[src/rtl/rc4_pkg.sv]
`default_nettype none
// ============================================================================
//  Module      : rc4_pkg
//  Description : Shared RC4 definitions: key-scheduling state encoding,
//                S-box size and default key length, plus a helper that sizes
//                the key-byte index counter.
//  Ports       : none (package)
//  Revision    : 1.0 - initial release
// ============================================================================
package rc4_pkg;

   localparam int S_SIZE             = 256;
   localparam int DEFAULT_KEY_LENGTH = 3;

   typedef enum logic [7:0] {
      IDLE   = 8'd0,
      INIT   = 8'd1,
      RD_SI  = 8'd2,
      CAP_SI = 8'd3,
      CAP_SJ = 8'd4,
      WR_SI  = 8'd5,
      WR_SJ  = 8'd6,
      DONE   = 8'd7
   } ksa_state_t;

   // Width of a counter indexing KEY_LENGTH bytes; never narrower than 1 bit.
   function automatic int kidx_width(input int key_length);
      return (key_length > 1) ? $clog2(key_length) : 1;
   endfunction

endpackage
`default_nettype wire

[src/rtl/key_byte_sel.sv]
`default_nettype none
// ============================================================================
//  Module      : key_byte_sel
//  Description : Combinational selector returning byte kidx_i of the latched
//                key. Byte 0 is the most significant byte of key_i.
//  Ports       : key_i      - latched secret key, 8*KEY_LENGTH bits
//                kidx_i     - byte index, 0..KEY_LENGTH-1
//                key_byte_o - selected key byte
//  Revision    : 1.0 - initial release
// ============================================================================
module key_byte_sel
   import rc4_pkg::*;
#(
   parameter int KEY_LENGTH = DEFAULT_KEY_LENGTH,
   parameter int KIDX_W     = kidx_width(KEY_LENGTH)
) (
   input  logic [8*KEY_LENGTH-1:0] key_i,
   input  logic [KIDX_W-1:0]       kidx_i,
   output logic [7:0]              key_byte_o
);

   // Plain one-hot style mux; the index never exceeds KEY_LENGTH-1.
   always_comb begin
      key_byte_o = '0;
      for (int k = 0; k < KEY_LENGTH; k++) begin
         if (kidx_i == KIDX_W'(k)) begin
            key_byte_o = key_i[8*(KEY_LENGTH-k)-1 -: 8];
         end
      end
   end

endmodule
`default_nettype wire

[src/rtl/key_scheduler.sv]
`default_nettype none
// ============================================================================
//  Module      : key_scheduler
//  Description : RC4 key-scheduling algorithm driving an external S-RAM with
//                1-cycle read latency. Fills S[n]=n, then performs the 256
//                key-dependent swaps and pulses `finished` for one cycle.
//  Ports       : clk, reset     - clock, synchronous active-high reset
//                start          - level; a run begins on its rising edge
//                key            - secret key, byte 0 in the top byte
//                sOut           - S-RAM read data
//                sIn/sAddr/sWren- S-RAM write data, address, write enable
//                finished       - one-cycle completion pulse
//                iTap/jTap/stateTap - debug mirrors of i, j and state,
//                                 present only with KEY_SCHEDULER_TAPS_EN
//  Build macro : KEY_SCHEDULER_TAPS_EN
//  Revision    : 1.0 - initial release
// ============================================================================
module key_scheduler
   import rc4_pkg::*;
#(
   parameter int RAM_WIDTH  = 8,
   parameter int RAM_LENGTH = 8,
   parameter int KEY_LENGTH = DEFAULT_KEY_LENGTH
) (
   input  logic                    clk,
   input  logic                    reset,
   input  logic                    start,
   input  logic [8*KEY_LENGTH-1:0] key,
   input  logic [RAM_WIDTH-1:0]    sOut,
   output logic [RAM_WIDTH-1:0]    sIn,
   output logic [RAM_LENGTH-1:0]   sAddr,
   output logic                    sWren,
`ifdef KEY_SCHEDULER_TAPS_EN
   output logic                    finished,
   output logic [7:0]              iTap,
   output logic [7:0]              jTap,
   output logic [7:0]              stateTap
`else
   output logic                    finished
`endif
);

   localparam int         KIDX_W   = kidx_width(KEY_LENGTH);
   localparam logic [7:0] LAST_IDX = 8'(S_SIZE - 1);

   ksa_state_t              state_q;
   logic                    start_q;
   logic [7:0]              i_q, j_q, si_q, sj_q;
   logic [KIDX_W-1:0]       kidx_q;
   logic [8*KEY_LENGTH-1:0] key_q;
   logic                    sWren_q, finished_q;

   logic                    start_pulse_d;
   logic [7:0]              key_byte_d, si_d, j_d, i_d;
   logic [KIDX_W-1:0]       kidx_d;
   logic [7:0]              addr_d, data_d;

   key_byte_sel #(
      .KEY_LENGTH (KEY_LENGTH),
      .KIDX_W     (KIDX_W)
   ) u_key_byte_sel (
      .key_i      (key_q),
      .kidx_i     (kidx_q),
      .key_byte_o (key_byte_d)
   );

   assign start_pulse_d = start & ~start_q;
   assign si_d          = sOut[7:0];
   assign j_d           = j_q + si_d + key_byte_d;   // carries discarded
   assign i_d           = i_q + 8'd1;
   // Wrapping counter instead of i mod KEY_LENGTH.
   assign kidx_d        = (kidx_q == KIDX_W'(KEY_LENGTH - 1)) ? '0 : kidx_q + KIDX_W'(1);

   // Address/data must be combinational: in CAP_SI the address depends on
   // the read data arriving that same cycle.
   always_comb begin
      addr_d = 8'd0;
      data_d = 8'd0;
      case (state_q)
         INIT:    begin addr_d = i_q; data_d = i_q;  end
         RD_SI:   begin addr_d = i_q;                end
         CAP_SI:  begin addr_d = j_d;                end
         CAP_SJ:  begin addr_d = j_q;                end
         WR_SI:   begin addr_d = i_q; data_d = sj_q; end
         WR_SJ:   begin addr_d = j_q; data_d = si_q; end
         default: begin addr_d = 8'd0; data_d = 8'd0; end
      endcase
   end

   assign sAddr    = RAM_LENGTH'(addr_d);
   assign sIn      = RAM_WIDTH'(data_d);
   assign sWren    = sWren_q;
   assign finished = finished_q;

`ifdef KEY_SCHEDULER_TAPS_EN
   assign iTap     = i_q;
   assign jTap     = j_q;
   assign stateTap = state_q;
`endif

   // Write enable and finished are registered for the state being entered.
   always_ff @(posedge clk) begin
      if (reset) begin
         state_q    <= IDLE;
         start_q    <= 1'b0;
         i_q        <= 8'd0;
         j_q        <= 8'd0;
         si_q       <= 8'd0;
         sj_q       <= 8'd0;
         kidx_q     <= '0;
         key_q      <= '0;
         sWren_q    <= 1'b0;
         finished_q <= 1'b0;
      end else begin
         start_q <= start;
         case (state_q)
            IDLE: begin
               if (start_pulse_d) begin
                  state_q <= INIT;
                  key_q   <= key;
                  i_q     <= 8'd0;
                  j_q     <= 8'd0;
                  kidx_q  <= '0;
                  sWren_q <= 1'b1;
               end
            end
            INIT: begin
               i_q <= i_d;
               if (i_q == LAST_IDX) begin
                  state_q <= RD_SI;
                  sWren_q <= 1'b0;
               end
            end
            RD_SI: begin
               state_q <= CAP_SI;
            end
            CAP_SI: begin
               si_q    <= si_d;
               j_q     <= j_d;
               state_q <= CAP_SJ;
            end
            CAP_SJ: begin
               sj_q    <= si_d;
               state_q <= WR_SI;
               sWren_q <= 1'b1;
            end
            WR_SI: begin
               state_q <= WR_SJ;
            end
            WR_SJ: begin
               sWren_q <= 1'b0;
               if (i_q == LAST_IDX) begin
                  state_q    <= DONE;
                  finished_q <= 1'b1;
               end else begin
                  i_q     <= i_d;
                  kidx_q  <= kidx_d;
                  state_q <= RD_SI;
               end
            end
            DONE: begin
               finished_q <= 1'b0;
               state_q    <= IDLE;
            end
            default: begin
               state_q    <= IDLE;
               sWren_q    <= 1'b0;
               finished_q <= 1'b0;
            end
         endcase
      end
   end

endmodule
`default_nettype wire

[config.mk]
export PLATFORM = sky130hd
export DESIGN_NAME = key_scheduler
export DESIGN_NICKNAME = d
export VERILOG_FILES = /design/src/rtl/rc4_pkg.sv /design/src/rtl/key_byte_sel.sv /design/src/rtl/key_scheduler.sv
export SDC_FILE = /design/constraint.sdc
export NUM_CORES = 1
export LEC_CHECK = 0
export CAP_MARGIN = 5
export CORE_MARGIN = 8
export CORE_UTILIZATION = 35
export DETAILED_ROUTE_END_ITERATION = 10
export SLEW_MARGIN = 20
export SYNTH_ARGS = -nofsm -noshare
export SYNTH_HDL_FRONTEND = slang
export SYNTH_SLANG_ARGS = --single-unit
export TNS_END_PERCENT = 50
[constraint.sdc]
create_clock -name clk -period 4.4 [get_ports clk]
set_input_delay 0.88 -clock clk [delete_from_list [all_inputs] [get_ports clk]]
set_output_delay 0.88 -clock clk [all_outputs]
set_load 0.05 [all_outputs]
Yosys cells after proc, flatten, opt, wreduce, memory -nomap -nowiden
Index checks and enable logic that the tools add are counted.
Storage, ports and cells
  register bits: 69
  logic and storage cells: 70
Operators by class
  bitwise operators: 4
  equality and inequality tests: 14
  add/sub/neg operators: 4
  reductions and logical operators: 16
  mux-type cells: 22
Operator list (number)
  case mux 8 bit (3 select lines): 3
  2-to-1 mux 8 bit: 7
  case mux 8 bit (7 select lines): 1
  == test 8 x 3 -> 1 bit, second input constant: 4
  adder 8 bit: 2
  == test 8 x 2 -> 1 bit, second input constant: 2
  case mux 8 bit (2 select lines): 1
  AND reduction 3 bit: 3
  adder 8 x 1 -> 8 bit, second input constant: 1
  == test 8 x 1 -> 1 bit, second input constant: 1
  == test 8 bit, second input constant: 1
  zero test 8 bit: 1
  != test 2 bit, second input constant: 4
  AND reduction 2 bit: 4
  2-to-1 mux 2 bit: 3
  OR reduction 6 bit: 1
  case mux 1 bit (4 select lines): 1
  case mux 2 bit (2 select lines): 1
  nonzero test 2 bit: 2
  OR reduction 4 bit: 1
  2-to-1 mux 1 bit: 3
  2-to-1 mux 3 bit: 1
  inverter 1 bit: 3
  nonzero test 3 bit: 1
  other kinds (8): 8

Logic depth before layout (Yosys ltp)
  word-level depth: 6
  gate-level depth with buffers: 12
  gate-level depth less buffers: 11

Hierarchy
A second synthesis with hierarchy kept.
Unflattened totals
  cells, all modules: 411
  area, all modules: 3417.0 um^2
By module, submodules not included
  key_scheduler: area an instance 3219.3 um^2, times used 1, cells each 391, seq. area each 1281.2 um^2
  key_byte_sel: area an instance 197.7 um^2, times used 1, cells each 20, seq. area each 0.0 um^2

Least setup slack after synthesis
Ideal clock, no wire load.
  path type: register to output
  start point: register kidx_q[1]
  end point: output port sAddr[6]
  arrival time: 3.339 ns
  data required time: 3.520 ns
  path slack: 0.181 ns
  cell stages (with the launch flop): 13
  cells stage by stage: dfxtp_1 buf_1 mux2i_1 nor2_1 a21oi_1 fa_1 inv_1 ha_1 a21o_1 a21boi_0 o21bai_1 o21a_1 o211ai_1
Between the ends
  word-level cells in the longest chain between the ends: 6
  elaborated cells on any way between the ends: 8
  classes of those cells: 1 x add/sub; 2 x eq/ne; 4 x mux; 1 x reduce/logical
RTL lines
  start, declared: RTL line key_scheduler.sv:49  | logic [KIDX_W-1:0] kidx_q;
  start signal, assigned: RTL line key_scheduler.sv:157  | kidx_q <= kidx_d;
  zero test 2 bit: RTL line key_byte_sel.sv:26  | if (kidx_i == KIDX_W'(k)) begin
  2-to-1 mux 8 bit (2 in a row): RTL line key_byte_sel.sv:26
  2-to-1 mux 8 bit *: RTL line key_byte_sel.sv:26
  adder 8 bit *: RTL line key_scheduler.sv:69  | assign j_d = j_q + si_d + key_byte_d;
  case mux 8 bit (3 select lines) *: RTL line key_scheduler.sv:79  | case (state_q)
  end, declared: RTL line key_scheduler.sv:31  | output logic [RAM_LENGTH-1:0] sAddr,
Mark *: on every way between the ends. The rest lies on a longest branch, timed or not.

Final worst setup path
  start point: input port sOut[4]
  end point: output port sAddr[6]
Between the ends
  word-level cells in the longest chain between the ends: 3
RTL lines
  start, declared: RTL line key_scheduler.sv:29  | input logic [RAM_WIDTH-1:0] sOut,
  adder 8 bit (2 in a row): RTL line key_scheduler.sv:69
  case mux 8 bit (3 select lines): RTL line key_scheduler.sv:79
Every way passes these cells.

==> flow_summary.toml <==
[outcome]
status = "finished clean"

[detailed_routing]
via_per_inst = 5.17
num_vias = 3084
dr.pass1.iters = 5
drtAntennaViolNets = 0
drt_iter0_markers = 158
drc = 0
wirelength_mm = 9.58
wl_per_cell_um = 16.1

[logic_synthesis]
synthArstFlopShare_pct = 0
synth_nets = 464
synthMuxAreaShare_pct = 4.72
synth_compound_area_share_pct = 22.9
synth.most_common_cell = "nand2_1"
synth_top_family_by_area = "compound AO/OA/AOI/OAI gates"
synth_ff_type = "dfxtp_1"
yosys-top-cells-count = "nand2_1 (90), dfxtp_1 (64), a21oi_1 (51), nor2_1 (23)"
synth_enable_flop_cells = 0
ys.warnings.count = 0
netlist_instances = 414
synthXorXnorAreaFrac_pct = 1.29
ys_types = 50
synth_seq_area_share_pct = 37.8
syn_area_per_cell_um2 = 8.20
yosys.area_share.adder_pct = 7.30
synth_seq_cells = 64
synth.top_cells.by_area = "dfxtp_1 (38%), nand2_1 (10%), a21oi_1 (7.5%)"
synth.top_cell.area_share_pct = 37.8
synth_simple_gate_area_share_pct = 20.9
synth_top_area_cell = "dfxtp_1"
synth_area_um2 = 3390

[grt]
grt_pass1_vias = 3123
overflow = 0
antenna_found_initial = 0
grt_max_degree = 39
grt.total_usage_pct = 15.2
grt_pass1_wl_mm = 15.7

[layout]
instances_no_fill = 596
drive_gt1_share_pct = 9.72
n_antenna_cell = 0
area_growth_pct = 26.4
final_nets = 508

[placed_design]
gp_congestion = 0.796
dp_hpwl_mm = 6.94
port_buffers = 52
placed_cells = 580

[worst_setup_path]
cp_data_arrival_time_ns = 3.42
crit_type = "input pin to output pin"
critPathMaxFanout = 3
cp-end-kind = "output pin"
crit_required_ns = 3.52
cp-start-kind = "input pin"

[pwr]
swShare_pct = 25.8
internal-power_mw = 1.00
p_switching_mw = 0.347
leakagePower_nw = 1.59
power.total_mw = 1.35
power.clock.fraction_pct = 43.0
power_density_nw_per_um2 = 314
sequentialPowerShare_pct = 45.2
combPwrFrac_pct = 11.9
vdd_drop_max_mv = 0.188

[sta]
slew_viol_final = 0
clock_skew_ns = 0.00976
setup_tns_ns = 0
fin_crit_ns = 4.30
rsz0062_at_grt = "false"
relSlewSlack_pct = 30.0
finalHoldViolCount = 0
worstMarginPinSlew_ns = 1.05
fmax_ghz = 0.232
fin_crit_sh_pct = 97.8
finalSetupViolCount = 0

[clock_tree]
cts_setup_buffers = 0
clock_sinks = 64
path_clk_slew_ns = 0.07
numCtsBuffers = 9
root_buffer = "clkbuf_8"
clk_latency_ns = 0.34
cts_max_level = 3
cts-hold-fix-buffers = 0
cts_tree = "yes"
clk_path_buf_depth = 2

[floorplan]
core-area_um2 = 9590
die_area_um2 = 13100
rows = 36
io-pin-count = 53
die_y_um = 114
start_util_pct = 35.4
die_x_um = 114

[hold_path]
min_path_type = "flip-flop to flip-flop"

[flow_run]
drv_cap = 0
[critical path, stage by stage]
cell	delay [ns]
clkdlybuf4s50_1	0.54
fa_1	0.53
ha_1	0.35
o21ai_0	0.29
o21bai_1	0.15
o21a_1	0.19
o211ai_1	0.31
buf_12	0.19
[final timing paths]
| check | slack [ns] | from | to | cells after the start |
|---|---|---|---|---|
| max | 0.1 | sOut[4] | sAddr[6] | 8 |
| min | 0.46 | si_q[0]$_SDFFE_PP0P_ | si_q[0]$_SDFFE_PP0P_ | 2 |
| max reg2reg | 1.57 | kidx_q[1]$_SDFFE_PP0P_ | j_q[7]$_SDFFE_PP0P_ | 10 |
| min reg2reg | 0.46 | si_q[0]$_SDFFE_PP0P_ | si_q[0]$_SDFFE_PP0P_ | 2 |
[timing repair]
item / CTS / global route
resized for setup: 2 / 3
endpoints found under the setup margin: 1 / 3
hold endpoints to repair: 0 / 0
pin swaps: 1 / 1
[cells by family (layout without fill, tap and decap cells)]
| group | Yosys count | in the layout |
|---|---|---|
| fa+ha+maj | 15 | 15 |
| simple gates | 156 | 156 |
| flops | 64 | 64 |
| mux | 16 | 16 |
| buf+inv | 41 | 90 |
| compound gates | 117 | 117 |
| xor+xnor | 5 | 5 |
[registers in the layout, indices dropped and copies added (netlist names)]
signal and count:
kidx_q 2, i_q 8, state_q 3, j_q 8
sWren 1, start_q 1, sj_q 8, finished 1
key_q 24, si_q 8
[cell usage in the layout (no fill, tap or decap), types with 3 or more instances in the layout]
cell type         n
nor3_1            3
ha_1              7
buf_4            12
xnor2_1           4
a31oi_1           3
nor2_1           23
a222oi_1          3
a21oi_1          51
mux2i_1          16
o21ai_0          11
buf_12            4
nor2b_1           8
nand3_1           8
or3_1             4
nand2b_1          5
a22oi_1           3
a311oi_1          7
inv_1            13
clkdlybuf4s50_1  42
fa_1              8
nand2_1          90
a22o_1           16
clkbuf_8         10
dfxtp_1          63
o211ai_1          3
[power groups by stage]
stage               Sequential (mW)  Combinational (mW)  Clock [mW]
floorplan                     0.619              0.0942           0
global placement              0.621               0.158           0
detailed placement            0.622               0.160           0
CTS                           0.608               0.160       0.591
global route                  0.611               0.178       0.615
finish                        0.608               0.160       0.579
[per-layer routing]
| layer | up-vias | global-route usage, % | share of wire [%] |
|---|---|---|---|
| li1 | 1537 | - | - |
| met1 | 1455 | 18.5 | 44 |
| met2 | 81 | 25.3 | 48 |
| met3 | 11 | 4.01 | 6.7 |
| met4 | 0 | 5.41 | 1.3 |
| met5 | - | 0 | 0 |
[area by class of cell]
type | count | area [um^2]
multi-input combinational | 309 | 1950
sequential | 64 | 1280
fill | 956 | 5300
timing repair buffer | 61 | 617
inverter | 13 | 48.8
clock inverter | 6 | 92.6
clock buffer | 10 | 138
tap | 133 | 166
[stage by stage]
| stage | setup WS (ns) | instance area [um^2] | hold WS, ns | utilization [%] |
|---|---|---|---|---|
| 2_1_floorplan | 0.181 | 3390 | 0.436 | - |
| 3_3_place_gp | -0.0552 | 4050 | 0.441 | 42.2 |
| 3_5_place_dp | -0.0720 | 4050 | 0.446 | 42.2 |
| 4_1_cts | 0.00536 | 4280 | 0.456 | 44.6 |
| 5_1_grt | 0.0365 | 4290 | 0.477 | 44.7 |
| 6_report | 0.0965 | 4290 | 0.455 | 44.7 |
(Power assumes the default switching activity.)
